$ cat config.mk
export PLATFORM = sky130hd
export DESIGN_NAME = piso_tx_arbiter
export DESIGN_NICKNAME = d
export VERILOG_FILES = /design/src/rtl/piso_tx_arbiter.sv
export SDC_FILE = /design/constraint.sdc
export NUM_CORES = 1
export LEC_CHECK = 0
export CORE_MARGIN = 2
export CORE_UTILIZATION = 46
export CTS_BUF_LIST = sky130_fd_sc_hd__clkbuf_4
export DETAILED_ROUTE_END_ITERATION = 6
export PLACE_DENSITY = 0.87
export SYNTH_ARGS = -nofsm -noshare
export SYNTH_HDL_FRONTEND = slang
export SYNTH_SLANG_ARGS = --single-unit
$ cat constraint.sdc
create_clock -name clk -period 2.2 [get_ports clk]
set_clock_uncertainty 0.15 [all_clocks]
set_input_delay 0.66 -clock clk [delete_from_list [all_inputs] [get_ports clk]]
set_output_delay 0.66 -clock clk [all_outputs]
set_load 0.005 [all_outputs]
$ cat src/rtl/piso_tx_arbiter.sv
// piso_tx_arbiter: round-robin scheduler that shares one parallel-in/serial-out
// shifter between NREQ requesters. The winner's WIDTH-bit word is shifted out
// LSB-first. The stream is framed with sof/eof, and GAP idle cycles separate
// frames.
//
// Ports:
//   clk, rst     clock; synchronous active-high reset
//   req[NREQ]    per-requester request, held until acked
//   data         requester i word at [i*WIDTH +: WIDTH]
//   ack[NREQ]    one-hot, one-cycle pulse in the frame's first-bit cycle
//   sout         serial bit (0 when sout_valid=0)
//   sout_valid   sout carries a frame bit
//   sof / eof    first / last bit of the frame
//   src_id       owner of the current (or last) frame
//   busy         state != IDLE
module piso_tx_arbiter #(
  parameter int NREQ  = 4,
  parameter int WIDTH = 4,
  parameter int GAP   = 1,
  parameter int IDW   = 2
) (
  input  logic                  clk,
  input  logic                  rst,
  input  logic [NREQ-1:0]       req,
  input  logic [NREQ*WIDTH-1:0] data,
  output logic [NREQ-1:0]       ack,
  output logic                  sout,
  output logic                  sout_valid,
  output logic                  sof,
  output logic                  eof,
  output logic [IDW-1:0]        src_id,
  output logic                  busy
);

  localparam int CW = (WIDTH > 1) ? $clog2(WIDTH) : 1;
  localparam int GW = (GAP > 1) ? $clog2(GAP) : 1;

  typedef enum logic [1:0] {IDLE, SHIFT, GAPS} state_t;

  state_t                     state, state_nxt;
  logic [WIDTH-1:0]           shreg;
  logic [CW-1:0]              bitcnt;
  logic [GW-1:0]              gapcnt;
  logic [IDW-1:0]             ptr;
  logic [NREQ-1:0][WIDTH-1:0] dw;
  logic [NREQ-1:0]            mreq;
  logic [IDW:0]               sum;
  logic [IDW-1:0]             win;
  logic                       win_vld, grant, last, gap_done;

  assign dw       = data;
  assign last     = (bitcnt == CW'(WIDTH - 1));
  assign gap_done = (gapcnt == GW'(GAP - 1));

  // A requester acked this cycle still shows a stale req; keep it out of the race.
  assign mreq = req & ~ack;

  // Scan offsets from high to low so the nearest requester at/after ptr wins.
  always_comb begin
    win_vld = 1'b0;
    win     = '0;
    sum     = '0;
    for (int i = NREQ - 1; i >= 0; i--) begin
      sum = {1'b0, ptr} + (IDW+1)'(i);
      if (sum >= (IDW+1)'(NREQ)) sum = sum - (IDW+1)'(NREQ);
      if (mreq[sum[IDW-1:0]]) begin
        win_vld = 1'b1;
        win     = sum[IDW-1:0];
      end
    end
  end

  always_ff @(posedge clk) begin
    if (rst) state <= IDLE;
    else     state <= state_nxt;
  end

  always_comb begin
    state_nxt = state;
    grant     = 1'b0;
    case (state)
      IDLE: if (win_vld) begin
        grant     = 1'b1;
        state_nxt = SHIFT;
      end
      SHIFT: if (last) begin
        if (GAP > 0) state_nxt = GAPS;
        else if (win_vld) begin
          // With no gap, the next frame abuts the current one.
          grant     = 1'b1;
          state_nxt = SHIFT;
        end else state_nxt = IDLE;
      end
      GAPS: if (gap_done) state_nxt = IDLE;
      default: state_nxt = IDLE;
    endcase
  end

  always_ff @(posedge clk) begin
    if (rst) begin
      shreg  <= '0;
      bitcnt <= '0;
      gapcnt <= '0;
      ptr    <= '0;
      src_id <= '0;
      ack    <= '0;
    end else begin
      ack <= '0;
      if (grant) begin
        shreg  <= dw[win];
        src_id <= win;
        ptr    <= (win == IDW'(NREQ - 1)) ? '0 : win + 1'b1;
        bitcnt <= '0;
        ack    <= NREQ'(1) << win;
      end else if (state == SHIFT) begin
        shreg  <= shreg >> 1;
        bitcnt <= bitcnt + 1'b1;
      end
      if (state == SHIFT && last) gapcnt <= '0;
      else if (state == GAPS)     gapcnt <= gapcnt + 1'b1;
    end
  end

  assign sout_valid = (state == SHIFT);
  assign sout       = sout_valid & shreg[0];
  assign sof        = sout_valid & (bitcnt == '0);
  assign eof        = sout_valid & last;
  assign busy       = (state != IDLE);

endmodule

## Word level (Yosys, flattened, before mapping)

Cells that the tools add are included.

- $add $sub $neg: 10
- Multiply operators: 0
- Divide/modulo/power cells: 0
- Magnitude comparators: 9
- Eq/ne operators: 7
- Shift operators: 1
- Muxes and demuxes: 31
- Bitwise gates (word level): 6
- Reductions and logical operators: 9

Operator list:

| operator | number |
|---|---|
| $mux 2 | 12 |
| $lt 2x3->1 const B | 5 |
| $mux 4 | 3 |
| $mux 1 | 10 |
| $ge 3x3->1 const B | 3 |
| $bmux 1 s2 | 4 |
| $bmux 4 s2 | 1 |
| $sub 2x1->2 const B | 4 |
| $add 2x2->3 const B | 2 |
| $eq 2x2->1 const B | 3 |
| $pmux 2 s3 | 1 |
| $reduce_or 2->1 | 3 |
| $add 2x1->2 const B | 2 |
| $and 4x4->4 | 1 |
| $logic_not 2->1 | 2 |
| $ne 2x2->1 const B | 2 |
| $not 4->4 | 1 |
| $reduce_bool 2->1 | 2 |
| $shl 1x2->4 const A | 1 |
| $add 2x1->3 const B | 1 |
| $and 1x1->1 | 3 |
| $ge 2x3->1 const B | 1 |
| $reduce_and 3->1 | 1 |
| $eq 2x1->1 const B | 1 |
| other kinds (4) | 4 |

- Register bits: 17
- Bits in latches: 0
- Memory bits (writable): 0
- Memory bits (read-only): 0
- Output and inout port bits: 11
- Memories kept: 0

## Depth between registers and ports, before layout

Gate-level depths: netlist of run 1.

- Depth after elaboration: 13
- Gate-level depth with buffers: 6
- Gate-level depth less buffers: 5

## Worst setup path before layout of run 1

OpenSTA, ideal clock, no wires.

- Kind: input port to flip-flop
- From: in req[2]
- To: reg ptr[1]
- Library setup time: 86 ps
- Arrival time: 1745 ps
- Data required time: 1964 ps
- Slack: 219 ps
- Stages on the path: 6
- Buffers on the path: 1
- Path through: nor3b_1 -> a311o_1 -> and2_4 -> buf_6 -> xnor2_1 -> a211oi_1

- Cells in the longest elaborated chain, start to end: 9

RTL lines:

| element | RTL line | text |
|---|---|---|
| start, declared | 24 | `input logic [NREQ-1:0] req,` |
| $and 4x4->4 * | 56 | `assign mreq = req & ~ack;` |
| $bmux 1 s2 | 66 | `if (mreq[sum[IDW-1:0]]) begin` |
| $mux 1 (not written as such) | 66 |  |
| $mux 2 / $mux 1 (equally long branches) (4 in a row) | 66 |  |
| $add 2x1->2, or another cell as far along | 112 | `ptr <= (win == IDW'(NREQ - 1)) ? '0 : win + 1'b1;` |
| $mux 2 / $mux 1 (equally long branches) | n/a |  |
| end signal, assigned | 112 |  |
| end, declared | 44 | `logic [IDW-1:0] ptr;` |

Mark *: on every way between the ends. The rest lies on a longest branch, timed or not. The select of a mux whose other input is x is not followed.
A chain may end at the register's enable or synchronous reset.

## Final worst setup path of run 1

- From: reg bitcnt[0]
- To: out sof

- Cells in the longest elaborated chain, start to end: 2

RTL lines:

| element | RTL line | text |
|---|---|---|
| start, declared | 42 | `logic [CW-1:0] bitcnt;` |
| start signal, assigned | 117 | `bitcnt <= bitcnt + 1'b1;` |
| $logic_not 2->1 | 126 | `assign sof = sout_valid & (bitcnt == '0);` |
| $and 1x1->1 | 126 |  |
| end, declared | 29 | `output logic sof,` |

Every way passes these cells.

==> impl_metrics.py, run 1 <==
metrics = {
    "placement": {
        "dp_cells": 179,
        "port_buffers": 32,
        "gp_congestion": 0.851,
        "dp_hpwl_mm": 2.11,
        "pre_cts_ws_ns": -0.489,
    },
    "global_route": {
        "grt_start_max_net_pins": 11,
        "antenna_found_initial": 0,
        "grt_pass1_vias": 1084,
        "grt_overflow": 0,
        "grt_usage_pct": 24.3,
        "grt_pass1_wl_mm": 4.55,
    },
    "final_layout": {
        "postLayoutCoreUtil_pct": 77.0,
        "stdcell_count": 188,
        "fillers": 143,
        "area_delta_synth_final_pct": 57.7,
        "diodes": 0,
        "drive_gt1_share_pct": 26.1,
        "layout.nets": 186,
    },
    "synthesis": {
        "avgSynthCellArea_um2": 8.63,
        "synth_edf_count": 0,
        "synthTopCellsByCount": "dfxtp_1 (17), nor2_1 (11), inv_1 (7), nand2_1 (7)",
        "yosys_warnings": 0,
        "synth_seq_cells": 17,
        "synth_nets": 135,
        "netlist_area_um2": 958,
        "yosysMostFrequentCell": "dfxtp_1",
        "synth.top_cell.area_share_pct": 35.5,
        "synth.area.top_cells": "dfxtp_1 (36%), mux2i_1 (5.2%), nor2_1 (4.3%), o221ai_1 (3.7%), inv_1 (2.7%)",
        "synth_top_flop_cell": "dfxtp_1",
        "async_flop_share_pct": 0,
        "netlist_instances": 111,
        "seq_area_frac_synth_pct": 35.5,
        "synthDistinctLibCells": 35,
        "synth_top_cell_by_area": "dfxtp_1",
    },
    "timing": {
        "fmax_mhz": 466,
        "hold_viol_final": 0,
        "period_share_pct": 97.6,
        "period_needed_ns": 2.15,
        "setup_violations": 0,
        "maxSlewHeadroom_pct": 63.9,
        "worstMarginPinSlew_ns": 0.540,
        "fin_ws_ns": 0.0527,
        "slew_viol_final": 0,
        "timing.hold.ws_ns": 0.327,
        "rsz0062_at_grt": "no",
    },
    "power_and_ir_drop": {
        "peakVddDrop_mv": 0.364,
        "power_density_nw_per_um2": 623,
        "p_leak_nw": 0.636,
        "finalPower_mw": 0.942,
    },
    "detailed_routing": {
        "drcViolationCount": 0,
        "ant_nets": 0,
        "drtIter0Drc": 33,
        "vias": 1022,
        "drt-total-wl_mm": 2.76,
        "wl_per_cell_um": 14.7,
        "dr.pass1.iters": 4,
        "vias_per_cell": 5.44,
    },
    "setup_path": {
        "end_kind": "output pin",
        "crit_chain": "buf_4 -> inv_1 -> ha_1 -> and2_1 -> dlygate4sd2_1",
        "cpMaxStageDelayCell": "dfxtp_2",
        "cp_max_fo": 2,
        "reg2reg_setup_slack_ns": 0.21,
        "worstSetupPathType": "reg -> out",
        "r2r_start": "ptr[1]$_SDFFE_PP0N_",
        "reg2reg_to": "ptr[1]$_SDFFE_PP0N_",
        "start_kind": "flip-flop",
        "critPathRequiredTime_ns": 1.39,
        "slowest_delay_ns": 0.34,
        "reg2reg_depth": 6,
        "critPathArrivalTime_ns": 1.34,
    },
    "min_path": {
        "worstHoldStart": "src_id[0]$_SDFFE_PP0N_",
        "min_path_type": "reg -> reg",
        "whs_path_depth": 2,
        "hold_path_end": "src_id[0]$_SDFFE_PP0N_",
    },
    "die": {
        "num_io_pins": 33,
        "dieWidth_um": 49.6,
        "die_y_um": 49.6,
        "fp-row-count": 16,
        "design.core.area_um2": 1960,
        "start_util_pct": 48.9,
        "die_area_um2": 2460,
    },
    "cts": {
        "numCtsBuffers": 3,
        "root_buffer": "clkbuf_4",
        "clock_sinks": 17,
        "clk_latency_ns": 0.30,
        "cts_tree": "yes",
        "hold_buffers": 0,
        "cts_htree_levels": 1,
        "clk_path_buf_depth": 2,
        "clkTransAtPathRegs_ns": 0.10,
    },
    "job": {
        "max-cap-violations": 0,
    },
    "run_status": {
        "outcome": "finished, final reports clean",
    },
}
## through the flow
stage,instance area (um2),TNS (ns)
3_5_place_dp,1380,-5.77
2_1_floorplan,958,0
3_3_place_gp,1380,-4.38
6_report,1510,0
4_1_cts,1500,0
5_1_grt,1510,0
## logic make-up (layout without fill, tap and decap cells)
family | Yosys count | in the layout | synth area share [%]
simple gates | 47 | 47 | 27.7
buf+inv | 10 | 60 | 5.48
flops | 17 | 17 | 35.5
fa+ha+maj | 2 | 2 | 2.61
compound gates | 28 | 28 | 21.7
xor+xnor | 2 | 2 | 1.83
mux | 5 | 5 | 5.22
## worst max-delay path by stage
stage | startpoint | to | slack, ns | cells past startpoint
6_report | bitcnt[0]$_SDFFE_PP0P_ | sof | 0.05 | 5
5_1_grt | bitcnt[1]$_SDFFE_PP0P_ | eof | 0.002 | 4
4_1_cts | bitcnt[1]$_SDFFE_PP0P_ | eof | 0.04 | 4
3_5_place_dp | req[2] | shreg[0]$_SDFFE_PP0P_ | -0.49 | 6
3_3_place_gp | req[2] | shreg[2]$_SDFFE_PP0P_ | -0.36 | 6
2_1_floorplan | req[2] | ptr[1]$_SDFFE_PP0N_ | 0.22 | 6
## placed cells by master (no fill, tap or decap), drive strengths merged, types with 3 or more instances in the layout
cell           synthesis  layout
a211oi                 3       3
clkbuf                 1       3
buf                    2      17
nand2                  7       7
nor3                   4       4
nor2                  11      11
dfxtp                 17      17
nand2b                 3       3
a21boi                 3       3
a22oi                  3       3
and3                   5       5
mux2i                  5       5
and2                   4       4
nor2b                  4       4
clkdlybuf4s50          0      23
nor3b                  3       3
a21oi                  6       6
dlygate4sd2            0       9
o221ai                 4       4
inv                    7       7
o21ai                  4       4
## power breakdown
| group | total, mW | switching [mW] | internal (mW) | leakage [nW] |
|---|---|---|---|---|
| Clock | 0.170 | 0.102 | 0.0678 | 0.0177 |
| Sequential | 0.386 | 0.0390 | 0.347 | 0.141 |
| Combinational | 0.386 | 0.171 | 0.215 | 0.477 |
| Total | 0.942 | 0.312 | 0.630 | 0.636 |
## area by class of cell
cell class              instances  area, um2  share of cell area, %
clock buffers                   3       22.5                   1.49
clock inverters                 1       5.00                  0.331
inverters                       7       26.3                   1.74
multi-input cells              84        639                   42.3
flip-flops and latches         17        344                   22.8
well taps                      27       33.8                   2.24
repair buffers                 49        440                   29.1
## state kept, by name, indices dropped and copies added, names as in the netlist
register / flops
state: 2
shreg: 4
ptr: 2
gapcnt: 1
ack: 4
bitcnt: 2
src_id: 2
## routing by layer
metal / track usage [%] / wire length (um) / vias to the layer above
met5: 0 / 0 / -
met4: 13.0 / 86 / 0
met3: 2.73 / 143 / 9
met2: 50.2 / 1600 / 41
met1: 22.4 / 925 / 470
li1: - / - / 502
## timing repair
item / in CTS / in global routing
pin swaps: 6 / 2
resized for setup: 27 / 2
cloned: 0 / 0
setup endpoints to repair: 17 / 3
setup buffers: 5 / 0
## worst max-delay path: cells and delay by family (launching register included)
kind | cells | cell delay (ns)
flops | 1 | 0.34
buf+inv | 3 | 0.40
fa+ha+maj | 1 | 0.18
simple gates | 1 | 0.12
Note: power is estimated with default switching activity, not from simulation.
==> run 2, diff against run 1 <==
--- a/config.mk
+++ b/config.mk
@@ -5,7 +5,6 @@
 export SDC_FILE = /design/constraint.sdc
 export NUM_CORES = 1
 export LEC_CHECK = 0
-export CORE_MARGIN = 2
 export CORE_UTILIZATION = 46
 export CTS_BUF_LIST = sky130_fd_sc_hd__clkbuf_4
 export DETAILED_ROUTE_END_ITERATION = 6
==> run 2 against run 1 <==
Fmax rose by 1.0%; worst hold slack better by 0.013 ns; clock power down 7%; critical path depth down 1; global-route usage rose by 0.21 points; via count fell by 0.68%; sequential share of layout area decreased by 0.39 points; critical path type unchanged; highest routed layer unchanged.
==> impl_metrics.py, run 2 (synthesized netlist as in run 1, its figures left out) <==
metrics = {
    "run_status": {
        "outcome": "finished, final reports clean",
    },
    "cts": {
        "clk_latency_ns": 0.28,
        "cts_tree": "yes",
        "root_buffer": "clkbuf_4",
        "clock_sinks": 17,
        "clk_path_buf_depth": 2,
        "clkTransAtPathRegs_ns": 0.10,
        "numCtsBuffers": 3,
        "cts_htree_levels": 1,
    },
    "detailed_routing": {
        "vias": 1015,
        "wl_per_cell_um": 15.5,
        "drcViolationCount": 0,
        "ant_nets": 0,
        "dr.pass1.iters": 4,
        "drtIter0Drc": 22,
        "vias_per_cell": 5.49,
        "drt-total-wl_mm": 2.87,
    },
    "setup_path": {
        "crit_chain": "nor2_4 -> buf_4 -> and2_4 -> dlygate4sd2_1",
        "end_kind": "output pin",
        "cpMaxStageDelayCell": "dfxtp_2",
        "cp_max_fo": 6,
        "critPathRequiredTime_ns": 1.39,
        "critPathArrivalTime_ns": 1.32,
        "cp_top_family": "flip-flops",
        "worstSetupPathType": "reg -> out",
        "start_kind": "flip-flop",
        "slowest_delay_ns": 0.45,
        "cp_num_buf_inv": 2,
        "reg2reg_setup_slack_ns": 0.30,
    },
    "timing": {
        "fmax_mhz": 471,
        "maxSlewHeadroom_pct": 75.1,
        "worstMarginPinSlew_ns": 0.372,
        "fin_ws_ns": 0.0748,
        "period_needed_ns": 2.13,
        "slew_viol_final": 0,
        "hold_viol_final": 0,
        "setup_violations": 0,
        "period_share_pct": 96.6,
        "rsz0062_at_grt": "no",
    },
    "final_layout": {
        "layout.nets": 183,
        "postLayoutCoreUtil_pct": 78.4,
        "layout_commonest_cell": "clkdlybuf4s50_1",
        "top_regs": "ack x4, shreg x4",
        "fillers": 126,
        "diodes": 0,
        "layout_common_cells": "clkdlybuf4s50_1 (23), dfxtp_1 (14), buf_4 (14)",
        "fin_area_um2": 1540,
        "area_delta_synth_final_pct": 60.4,
        "drive_gt1_share_pct": 29.1,
        "stdcell_count": 185,
    },
    "placement": {
        "dpl_cell_area_um2": 1370,
        "dp_cells": 178,
        "gp_congestion": 0.869,
        "pre_cts_ws_ns": -0.409,
        "dp_hpwl_mm": 1.91,
        "port_buffers": 32,
    },
    "job": {
        "max-cap-violations": 0,
    },
    "power_and_ir_drop": {
        "p_leak_nw": 0.674,
        "finalPower_mw": 0.954,
        "power_density_nw_per_um2": 620,
        "peakVddDrop_mv": 0.393,
    },
    "min_path": {
        "min_path_type": "reg -> reg",
    },
    "die": {
        "dieWidth_um": 47.6,
        "num_io_pins": 33,
        "die_area_um2": 2270,
        "die_y_um": 47.6,
        "fp-row-count": 16,
        "design.core.area_um2": 1960,
        "start_util_pct": 48.9,
    },
    "global_route": {
        "antenna_found_initial": 0,
        "grt_pass1_vias": 926,
        "grt_start_max_net_pins": 11,
        "grt_usage_pct": 24.6,
        "grt_overflow": 0,
        "grt_pass1_wl_mm": 3.79,
    },
}
[run 2: cell count changes in the layout (fill, tap and decap cells not counted), moves of 2 or more]
cell and delta:
dlygate4sd2_1 -5, and2_4 +2, dlymetal6s2s_1 +5, buf_4 -2
[run 2: path summary, 6_finish.rpt]
path                                              from                      to  cells after the start
worst min-delay path            src_id[0]$_SDFFE_PP0N_  src_id[0]$_SDFFE_PP0N_                      2
worst min register to register  src_id[0]$_SDFFE_PP0N_  src_id[0]$_SDFFE_PP0N_                      2
worst max-delay path             state[1]$_SDFFE_PP0P_                     sof                      4
worst max register to register     ptr[1]$_SDFFE_PP0N_     ptr[1]$_SDFFE_PP0N_                      5
[run 2: area by class of cell]
type	instances	area, um2	area share, %
Inverter	7	26.3	1.71
Timing Repair Buffer	46	433	28.2
Tap cell	27	33.8	2.20
Clock inverter	1	5.00	0.325
Sequential cell	17	344	22.4
Clock buffer	3	22.5	1.46
Multi-Input combinational cell	84	673	43.8
[run 2: worst min-delay path, delay by kind of cell (launching register included)]
family	cells	cell delay (ns)
flops	1	0.33
simple gates	1	0.07
compound gates	1	0.06
[run 2: what timing repair did]
| item | 4_1_cts | 5_1_grt |
|---|---|---|
| hold buffers | 0 | 0 |
| resized for setup | 17 | 21 |
| endpoints found under the setup margin | 10 | 14 |
| pin swaps | 2 | 5 |
| setup buffers | 1 | 2 |
[run 2: routing by layer]
| layer | up-vias | track usage (%) | wire length [um] |
|---|---|---|---|
| li1 | 497 | - | - |
| met1 | 478 | 25.2 | 1070 |
| met2 | 34 | 46.8 | 1670 |
| met3 | 6 | 3.02 | 72 |
| met4 | 0 | 15.0 | 61 |
| met5 | - | 0 | 0 |
[run 2: through the flow]
| step | hold WS [ns] | setup TNS (ns) |
|---|---|---|
| floorplan | 0.303 | 0 |
| global placement | 0.293 | -3.31 |
| detailed placement | 0.311 | -4.10 |
| CTS | 0.325 | 0 |
| global route | 0.358 | 0 |
| finish | 0.340 | 0 |
[run 2: report_power, final]
part	switching [mW]	internal [mW]	leakage, nW
logic	0.180	0.225	0.516
clock network	0.0905	0.0673	0.0177
registers	0.0437	0.347	0.141
